$ cat config.mk
export PLATFORM = sky130hd
export DESIGN_NAME = pipe_hazard_ctrl
export DESIGN_NICKNAME = d
export VERILOG_FILES = /design/src/rtl/pipe_ctrl_pkg.sv /design/src/rtl/hazard_detect.sv /design/src/rtl/pipe_hazard_ctrl.sv
export SDC_FILE = /design/constraint.sdc
export NUM_CORES = 1
export LEC_CHECK = 0
export CORE_UTILIZATION = 30
export CTS_CLUSTER_DIAMETER = 60
export DETAILED_ROUTE_END_ITERATION = 8
export DONT_BUFFER_PORTS = 1
export PLACE_DENSITY = 0.5
export SKIP_CTS_REPAIR_TIMING = 1
export SLEW_MARGIN = 0
export SYNTH_ARGS = -nofsm -noshare
export SYNTH_HDL_FRONTEND = slang
export SYNTH_HIERARCHICAL = 1
export SYNTH_SLANG_ARGS = --single-unit
$ cat constraint.sdc
create_clock -name clk_i -period 3.21 [get_ports clk_i]
set_input_delay 0.642 -clock clk_i [delete_from_list [all_inputs] [get_ports clk_i]]
set_output_delay 0.642 -clock clk_i [all_outputs]
set_load 0.02 [all_outputs]
$ cat src/rtl/pipe_ctrl_pkg.sv
// rtl/pipe_ctrl_pkg.sv - shared types for the pipeline stall/flush controller
package pipe_ctrl_pkg;

    typedef enum logic [1:0] {
        RUN      = 2'd0,
        MEM_WAIT = 2'd1,
        ERR      = 2'd2
    } hz_state_e;

    // Active-low hold per pipeline register plus the clears the controller drives
    typedef struct packed {
        logic pc_en_n;
        logic if_id_en_n;
        logic id_ex_en_n;
        logic ex_mem_en_n;
        logic if_id_flush;
        logic id_ex_flush;
        logic mem_wb_flush;
    } stage_ctrl_t;

endpackage

$ cat src/rtl/hazard_detect.sv
// rtl/hazard_detect.sv - combinational load-use hazard comparator
module hazard_detect #(
    parameter int RegW = 5
) (
    input  logic [RegW-1:0] id_rs1,
    input  logic [RegW-1:0] id_rs2,
    input  logic            id_use_rs1,
    input  logic            id_use_rs2,
    input  logic [RegW-1:0] ex_rd,
    input  logic            ex_is_load,
    output logic            load_use
);

    logic rs1_hit;
    logic rs2_hit;

    assign rs1_hit  = id_use_rs1 && (id_rs1 == ex_rd);
    assign rs2_hit  = id_use_rs2 && (id_rs2 == ex_rd);
    // x0 is hardwired zero, so a load into it never produces a hazard
    assign load_use = ex_is_load && (ex_rd != '0) && (rs1_hit || rs2_hit);

endmodule

$ cat src/rtl/pipe_hazard_ctrl.sv
// rtl/pipe_hazard_ctrl.sv - stall/flush controller with memory-wait timeout and stall counter
module pipe_hazard_ctrl
    import pipe_ctrl_pkg::*;
#(
    parameter int RegW    = 5,
    parameter int MaxWait = 15,
    parameter int CntW    = 32
) (
    input  logic            clk_i,
    input  logic            rst_ni,
    input  logic [RegW-1:0] id_rs1_i,
    input  logic [RegW-1:0] id_rs2_i,
    input  logic            id_use_rs1_i,
    input  logic            id_use_rs2_i,
    input  logic [RegW-1:0] ex_rd_i,
    input  logic            ex_is_load_i,
    input  logic            ex_br_taken_i,
    input  logic            mem_req_i,
    input  logic            mem_ack_i,
    output logic            pc_en_no,
    output logic            if_id_en_no,
    output logic            id_ex_en_no,
    output logic            ex_mem_en_no,
    output logic            if_id_flush_o,
    output logic            id_ex_flush_o,
    output logic            mem_wb_flush_o,
    output logic            err_o,
    output logic [CntW-1:0] stall_cnt_o
);

    localparam int WcW = $clog2(MaxWait + 1);

    hz_state_e      state_q, state_d;
    logic [WcW-1:0] wcnt_q, wcnt_d;
    logic [CntW-1:0] stall_cnt_q;
    logic           err_q;
    logic           load_use;
    logic           mem_wait;
    stage_ctrl_t    ctrl;

    hazard_detect #(
        .RegW (RegW)
    ) u_hazard_detect (
        .id_rs1     (id_rs1_i),
        .id_rs2     (id_rs2_i),
        .id_use_rs1 (id_use_rs1_i),
        .id_use_rs2 (id_use_rs2_i),
        .ex_rd      (ex_rd_i),
        .ex_is_load (ex_is_load_i),
        .load_use   (load_use)
    );

    assign mem_wait = mem_req_i && !mem_ack_i;

    always_comb begin
        state_d = state_q;
        wcnt_d  = wcnt_q;
        case (state_q)
            RUN, MEM_WAIT: begin
                if (mem_wait) begin
                    if (wcnt_q == WcW'(MaxWait - 1)) begin
                        state_d = ERR;
                    end else begin
                        state_d = MEM_WAIT;
                        wcnt_d  = wcnt_q + 1'b1;
                    end
                end else begin
                    state_d = RUN;
                    wcnt_d  = '0;
                end
            end
            ERR:     state_d = ERR;
            default: state_d = RUN;
        endcase
    end

    // Priority: reset > error > memory wait > branch > load-use > normal
    always_comb begin
        ctrl = '0;
        if (!rst_ni) begin
            ctrl.if_id_flush  = 1'b1;
            ctrl.id_ex_flush  = 1'b1;
            ctrl.mem_wb_flush = 1'b1;
        end else if (state_q == ERR) begin
            ctrl.pc_en_n     = 1'b1;
            ctrl.if_id_en_n  = 1'b1;
            ctrl.id_ex_en_n  = 1'b1;
            ctrl.ex_mem_en_n = 1'b1;
        end else if (mem_wait) begin
            ctrl.pc_en_n      = 1'b1;
            ctrl.if_id_en_n   = 1'b1;
            ctrl.id_ex_en_n   = 1'b1;
            ctrl.ex_mem_en_n  = 1'b1;
            ctrl.mem_wb_flush = 1'b1;
        end else if (ex_br_taken_i) begin
            ctrl.if_id_flush = 1'b1;
            ctrl.id_ex_flush = 1'b1;
        end else if (load_use) begin
            ctrl.pc_en_n     = 1'b1;
            ctrl.if_id_en_n  = 1'b1;
            ctrl.id_ex_flush = 1'b1;
        end
    end

    always_ff @(posedge clk_i) begin
        if (!rst_ni) begin
            state_q     <= RUN;
            wcnt_q      <= '0;
            stall_cnt_q <= '0;
            err_q       <= 1'b0;
        end else begin
            state_q <= state_d;
            wcnt_q  <= wcnt_d;
            err_q   <= err_q || (state_d == ERR);
            if (ctrl.pc_en_n && (stall_cnt_q != '1)) begin
                stall_cnt_q <= stall_cnt_q + 1'b1;
            end
        end
    end

    assign pc_en_no       = ctrl.pc_en_n;
    assign if_id_en_no    = ctrl.if_id_en_n;
    assign id_ex_en_no    = ctrl.id_ex_en_n;
    assign ex_mem_en_no   = ctrl.ex_mem_en_n;
    assign if_id_flush_o  = ctrl.if_id_flush;
    assign id_ex_flush_o  = ctrl.id_ex_flush;
    assign mem_wb_flush_o = ctrl.mem_wb_flush;
    assign err_o          = err_q && rst_ni;
    assign stall_cnt_o    = stall_cnt_q;

endmodule

---- Yosys cells after proc, flatten, opt, wreduce, memory -nomap -nowiden ----
Cells that the tools add are included.
cells by class
  eq/ne operators ......................... 8
  $add $sub $neg .......................... 2
  muxes and demuxes ....................... 18
  reductions and logical operators ........ 14
operators with widths
  kind                                           count
  adder 32 x 1 -> 32 bit, second input constant  1
  != test 32 bit, second input constant          1
  2-to-1 mux 4 bit                               4
  2-to-1 mux 2 bit                               7
  == test 5 bit                                  2
  logical AND 1 bit                              7
  2-to-1 mux 3 bit                               2
  nonzero test 5 bit                             1
  adder 4 x 1 -> 4 bit, second input constant    1
  == test 2 bit, second input constant           2
  == test 4 bit, second input constant           1
  2-to-1 mux 1 bit                               4
  one-hot mux 2 bit (2 select lines)             1
  == test 2 x 1 -> 1 bit, second input constant  1
  logical NOT 2 bit                              1
  logical OR 1 bit                               2
  != test 2 bit, second input constant           1
  AND reduction 2 bit                            1
  OR reduction 2 bit                             1
  logical NOT 1 bit                              1
word-level totals
  register bits ........................... 39
  input port bits ......................... 23
  output and inout port bits .............. 40
  logic and storage cells ................. 46

---- Longest topological paths before layout ----
Gate-level depths: netlist of the first run.
  depth after elaboration ................. 10
  depth in mapped cells ................... 12

---- Cells and area by module ----
The synthesis of the first run kept the hierarchy.
modules (own cells, without submodules)
  module            cells each  sequential area each (um2)  times used  area an instance (um2)
  pipe_hazard_ctrl  259         780.7                       1           2173.3
  hazard_detect     17          0.0                         1           133.9

---- Worst setup path before layout of the first run ----
No wires, ideal clock.
  path type ............................... in2out
  from .................................... input ex_rd_i[1]
  to ...................................... output pc_en_no
  setup slack ............................. -0.009 ns
  data required time ...................... 2.568 ns
  data arrival time ....................... 2.577 ns
  stages on the path ...................... 10
  path through ............................ or4_1 -> o21ai_1 -> a21oi_1 -> inv_1 -> nor3_1 -> nor2_1 -> clkbuf_1 -> clkbuf_1 -> inv_1 -> buf_4
between the ends
  longest elaborated chain between the ends .. 9
  elaborated cells on any way between the ends .. 13
ends and longest elaborated chain
  what                                  RTL line                                  text
  from (decl)                           pipe_hazard_ctrl.sv:15                    input logic [RegW-1:0] ex_rd_i,
  == test 5 bit (on tied branches)      hazard_detect.sv:17, hazard_detect.sv:18
  logical AND 1 bit (on tied branches)  hazard_detect.sv:17, hazard_detect.sv:18
  logical OR 1 bit                      hazard_detect.sv:20                       assign load_use = ex_is_load && (ex_rd != '0) && (rs1_hit || rs2_hit);
  logical AND 1 bit *                   hazard_detect.sv:20
  named net load_use                    pipe_hazard_ctrl.sv:37                    logic load_use;
  2-to-1 mux 2 bit *                    pipe_hazard_ctrl.sv:98                    end else if (load_use) begin
  2-to-1 mux 2 bit *                    pipe_hazard_ctrl.sv:95                    end else if (ex_br_taken_i) begin
  2-to-1 mux 2 bit *                    pipe_hazard_ctrl.sv:89                    end else if (mem_wait) begin
  2-to-1 mux 4 bit *                    pipe_hazard_ctrl.sv:84                    end else if (state_q == ERR) begin
  2-to-1 mux 4 bit *                    pipe_hazard_ctrl.sv:80                    if (!rst_ni) begin
  to (decl)                             pipe_hazard_ctrl.sv:20                    output logic pc_en_no,
The timed path passes the listed nets; every way through them passes the cells marked *.

---- Worst setup path in the final report of the first run ----
Same ends and word-level chain as after synthesis.

==> flow_summary.json, run 1 <==
{
  "status": "finished clean",
  "min_path_type": "in -> reg",
  "worstHoldStart": "rst_ni",
  "syn-cell-area_sq_um": 2307,
  "cp-start-kind": "primary input",
  "dieWidth_um": 89.70,
  "reg2reg_to": "stall_cnt_o[28]",
  "crit_type": "in -> out",
  "totalWireLength_um": 5770,
  "gr-usage-all-layers_pct": 14.78,
  "synth-seq-cells": 39,
  "r2r_slack_ns": 0.80,
  "maxCapViolations": 0,
  "power_leakage_uw": 0.0007247,
  "crit_required_ns": 2.57,
  "clockRootBuffer": "clkbuf_8",
  "fin_skew_ns": 0.007886,
  "rr_worst_depth": 6,
  "synth_seq_area_share_pct": 33.84,
  "critPathSlowestCell": "or4_1",
  "hpwl_um": 4179,
  "rsz0062_at_grt": "false",
  "diodes": 0,
  "synth_edf_count": 0,
  "core_region_area_sq_um": 7331,
  "critical-path-max-stage-delay_ns": 0.52,
  "setup_violations": 0,
  "grt_pass1_wl_um": 9052,
  "ant_nets": 0,
  "syn_avg_cell_area_sq_um": 8.359,
  "tightest_slew_ns": 0.6458,
  "hold_violations": 0,
  "ys_async_sr_fraction_pct": 0,
  "cp-startpoint": "ex_rd_i[1]",
  "cts_tree": "yes",
  "path_max_fanout": 18,
  "slew_violations": 0,
  "syn_nets": 302,
  "clock_latency_ns": 0.29,
  "fin_area_sq_um": 2450,
  "cp.depth": 7,
  "synthCells": 276,
  "start_util_pct": 31.47,
  "drc_errors": 0,
  "cpLargestDelayFamily": "simple AND/OR/NAND/NOR gates",
  "final.min_clock_period_ns": 3.045,
  "r2r_start": "stall_cnt_o[0]",
  "critPathBufInv": 2,
  "crit_top_cell": "inv_1",
  "totalNegativeSetupSlack_ns": 0,
  "rows": 31,
  "drive_above_1_share_pct": 11.03,
  "io_pins": 63,
  "first_pass_iters": 4,
  "fmax_mhz": 328.4,
  "numPortBuffers": 0,
  "overflow": 0,
  "ys_types": 53,
  "post-route-period-util_pct": 94.87,
  "via_count": 2003,
  "wire_per_inst_um": 15.55,
  "layout.nets": 299,
  "syn_to_final_growth_pct": 6.182,
  "place.gp.congestion": 0.7306,
  "hold_slack_ns": 0.4719,
  "max_slew_margin_pct": 56.49,
  "drt_iter0_markers": 88,
  "cts_htree_levels": 2,
  "antenna_found_initial": 0,
  "vias_per_cell": 5.399,
  "yosysWarnings": 6,
  "cp-end-kind": "primary output",
  "grt_pass1_vias": 1806,
  "worstSetupEndpoint": "pc_en_no",
  "clk_pin_slew_ns": 0.08,
  "cts-buffers-inserted": 5,
  "worstPathCellList": "or4_1, o21ai_1, a21oi_1, inv_1, nor3_1, nor2_2, inv_1",
  "cts_sinks": 39,
  "worstPathArrival_ns": 2.40,
  "place_area_sq_um": 2377,
  "cts.path.max_buffers": 2,
  "die_area_sq_um": 8045,
  "yosys_most_used_dff": "dfxtp_1",
  "die_h_um": 89.70,
  "ir_drop_v": 0.0001490,
  "grt_max_degree": 32,
  "power.density_nw_per_um2": 346.7
}
stage by stage:
| step | total power (uW) | util (%) | worst slack (ns) | cells |
|---|---|---|---|---|
| finish | 849.3 | 33.42 | 0.1647 | 371 |
| global route | 885.1 | 33.42 | 0.003964 | 371 |
| CTS | 866.6 | 33.42 | 0.1745 | 371 |
| detailed placement | 548.2 | 32.43 | 0.1792 | 365 |
| global placement | 548.2 | 32.43 | 0.2442 | 365 |
| floorplan | 543.2 | - | 0.1141 | 276 |
where the power goes:
part	leakage [uW]	switching [uW]	internal, uW
Combinational	0.000373	31.6	15.4
Sequential	0.000314	3.56	485
Clock	0.0000371	168	145
cell type report:
| cell class | count | area, sq um |
|---|---|---|
| fill | 767 | 4881 |
| timing repair buffer | 5 | 37.54 |
| clock buffer | 6 | 72.57 |
| inverter | 6 | 25.02 |
| multi-input combinational | 216 | 1410 |
| sequential | 39 | 780.7 |
| tap | 99 | 123.9 |
worst min path at each step:
| stage | end | slack, ns | cells after the start |
|---|---|---|---|
| final | stall_cnt_o[6] | 0.47 | 1 |
| after global routing | stall_cnt_o[6] | 0.46 | 1 |
| after CTS | stall_cnt_o[6] | 0.46 | 1 |
| after detailed placement | wcnt_q[2] | 0.51 | 2 |
| after global placement | wcnt_q[2] | 0.50 | 2 |
| after floorplan | wcnt_q[2] | 0.47 | 2 |
cells in the mapped netlist, types with 2 or more instances:
| library cell | n | area share [%] |
|---|---|---|
| a21oi_1 | 28 | 6.1 |
| and2b_2 | 3 | 1.1 |
| and3_1 | 2 | 0.54 |
| and4_1 | 4 | 1.5 |
| buf_4 | 3 | 0.98 |
| buf_6 | 2 | 0.98 |
| clkbuf_1 | 8 | 1.3 |
| dfxtp_1 | 39 | 34 |
| ha_1 | 3 | 1.6 |
| inv_1 | 5 | 0.81 |
| mux2i_1 | 7 | 3.0 |
| nand2_1 | 25 | 4.1 |
| nand2b_1 | 6 | 1.6 |
| nand3_1 | 16 | 3.5 |
| nand4_1 | 4 | 1.1 |
| nor2_1 | 15 | 2.4 |
| nor3_1 | 5 | 1.1 |
| nor4_1 | 7 | 1.9 |
| nor4b_1 | 2 | 0.76 |
| o21ai_0 | 4 | 0.87 |
| o21ai_1 | 3 | 0.65 |
| o31ai_1 | 21 | 6.8 |
| or2_2 | 2 | 0.54 |
| or3_1 | 4 | 1.1 |
| or3_4 | 2 | 0.98 |
| or4_1 | 20 | 6.5 |
| xnor2_1 | 2 | 0.76 |
| xor2_1 | 9 | 3.4 |
per-layer routing:
layer  wire (um)  track usage (%)
met3         284            4.570
met1        2771            19.03
met4          40            4.329
met2        2674            23.76
met5           0                0
flip-flops by register name (all words and copies together) (netlist names):
signal,count
state_q,2
err_q,1
wcnt_q,4
stall_cnt_o,32
cells by family after synthesis:
family	Yosys count	synth area share [%]
mux	7	3.037
buf+inv	21	5.152
compound gates	63	16.97
flops	39	33.84
simple gates	132	35.20
fa+ha+maj	3	1.627
xor+xnor	11	4.176
cells in the final DEF (no fill, tap or decap), types with 2 or more instances in the layout:
cell type / netlist / layout
dfxtp_1: 39 / 39
a21oi_1: 28 / 28
nand2_1: 25 / 25
o31ai_1: 21 / 21
or4_1: 20 / 20
nand3_1: 16 / 16
nor2_1: 15 / 14
xor2_1: 9 / 9
nor4_1: 7 / 7
mux2i_1: 7 / 7
nand2b_1: 6 / 6
inv_1: 5 / 5
nor3_1: 5 / 5
clkbuf_8: 1 / 5
buf_4: 3 / 5
o21ai_0: 4 / 4
and4_1: 4 / 4
nand4_1: 4 / 4
or3_1: 4 / 4
and2b_2: 3 / 3
o21ai_1: 3 / 3
ha_1: 3 / 3
and3_1: 2 / 2
or3_4: 2 / 2
or2_2: 2 / 2
nor4b_1: 2 / 2
xnor2_1: 2 / 2
No activity file was read; power rests on OpenSTA's default activity.
==> inputs of run 2 (changes only) <==
--- a/config.mk
+++ b/config.mk
@@ -5,6 +5,7 @@
 export SDC_FILE = /design/constraint.sdc
 export NUM_CORES = 1
 export LEC_CHECK = 0
+export CAP_MARGIN = 20
 export CORE_UTILIZATION = 30
 export CTS_CLUSTER_DIAMETER = 60
 export DETAILED_ROUTE_END_ITERATION = 8
==> results of run 2 <==
Same layout as run 1: the final DEF is identical, and so are final timing and power.
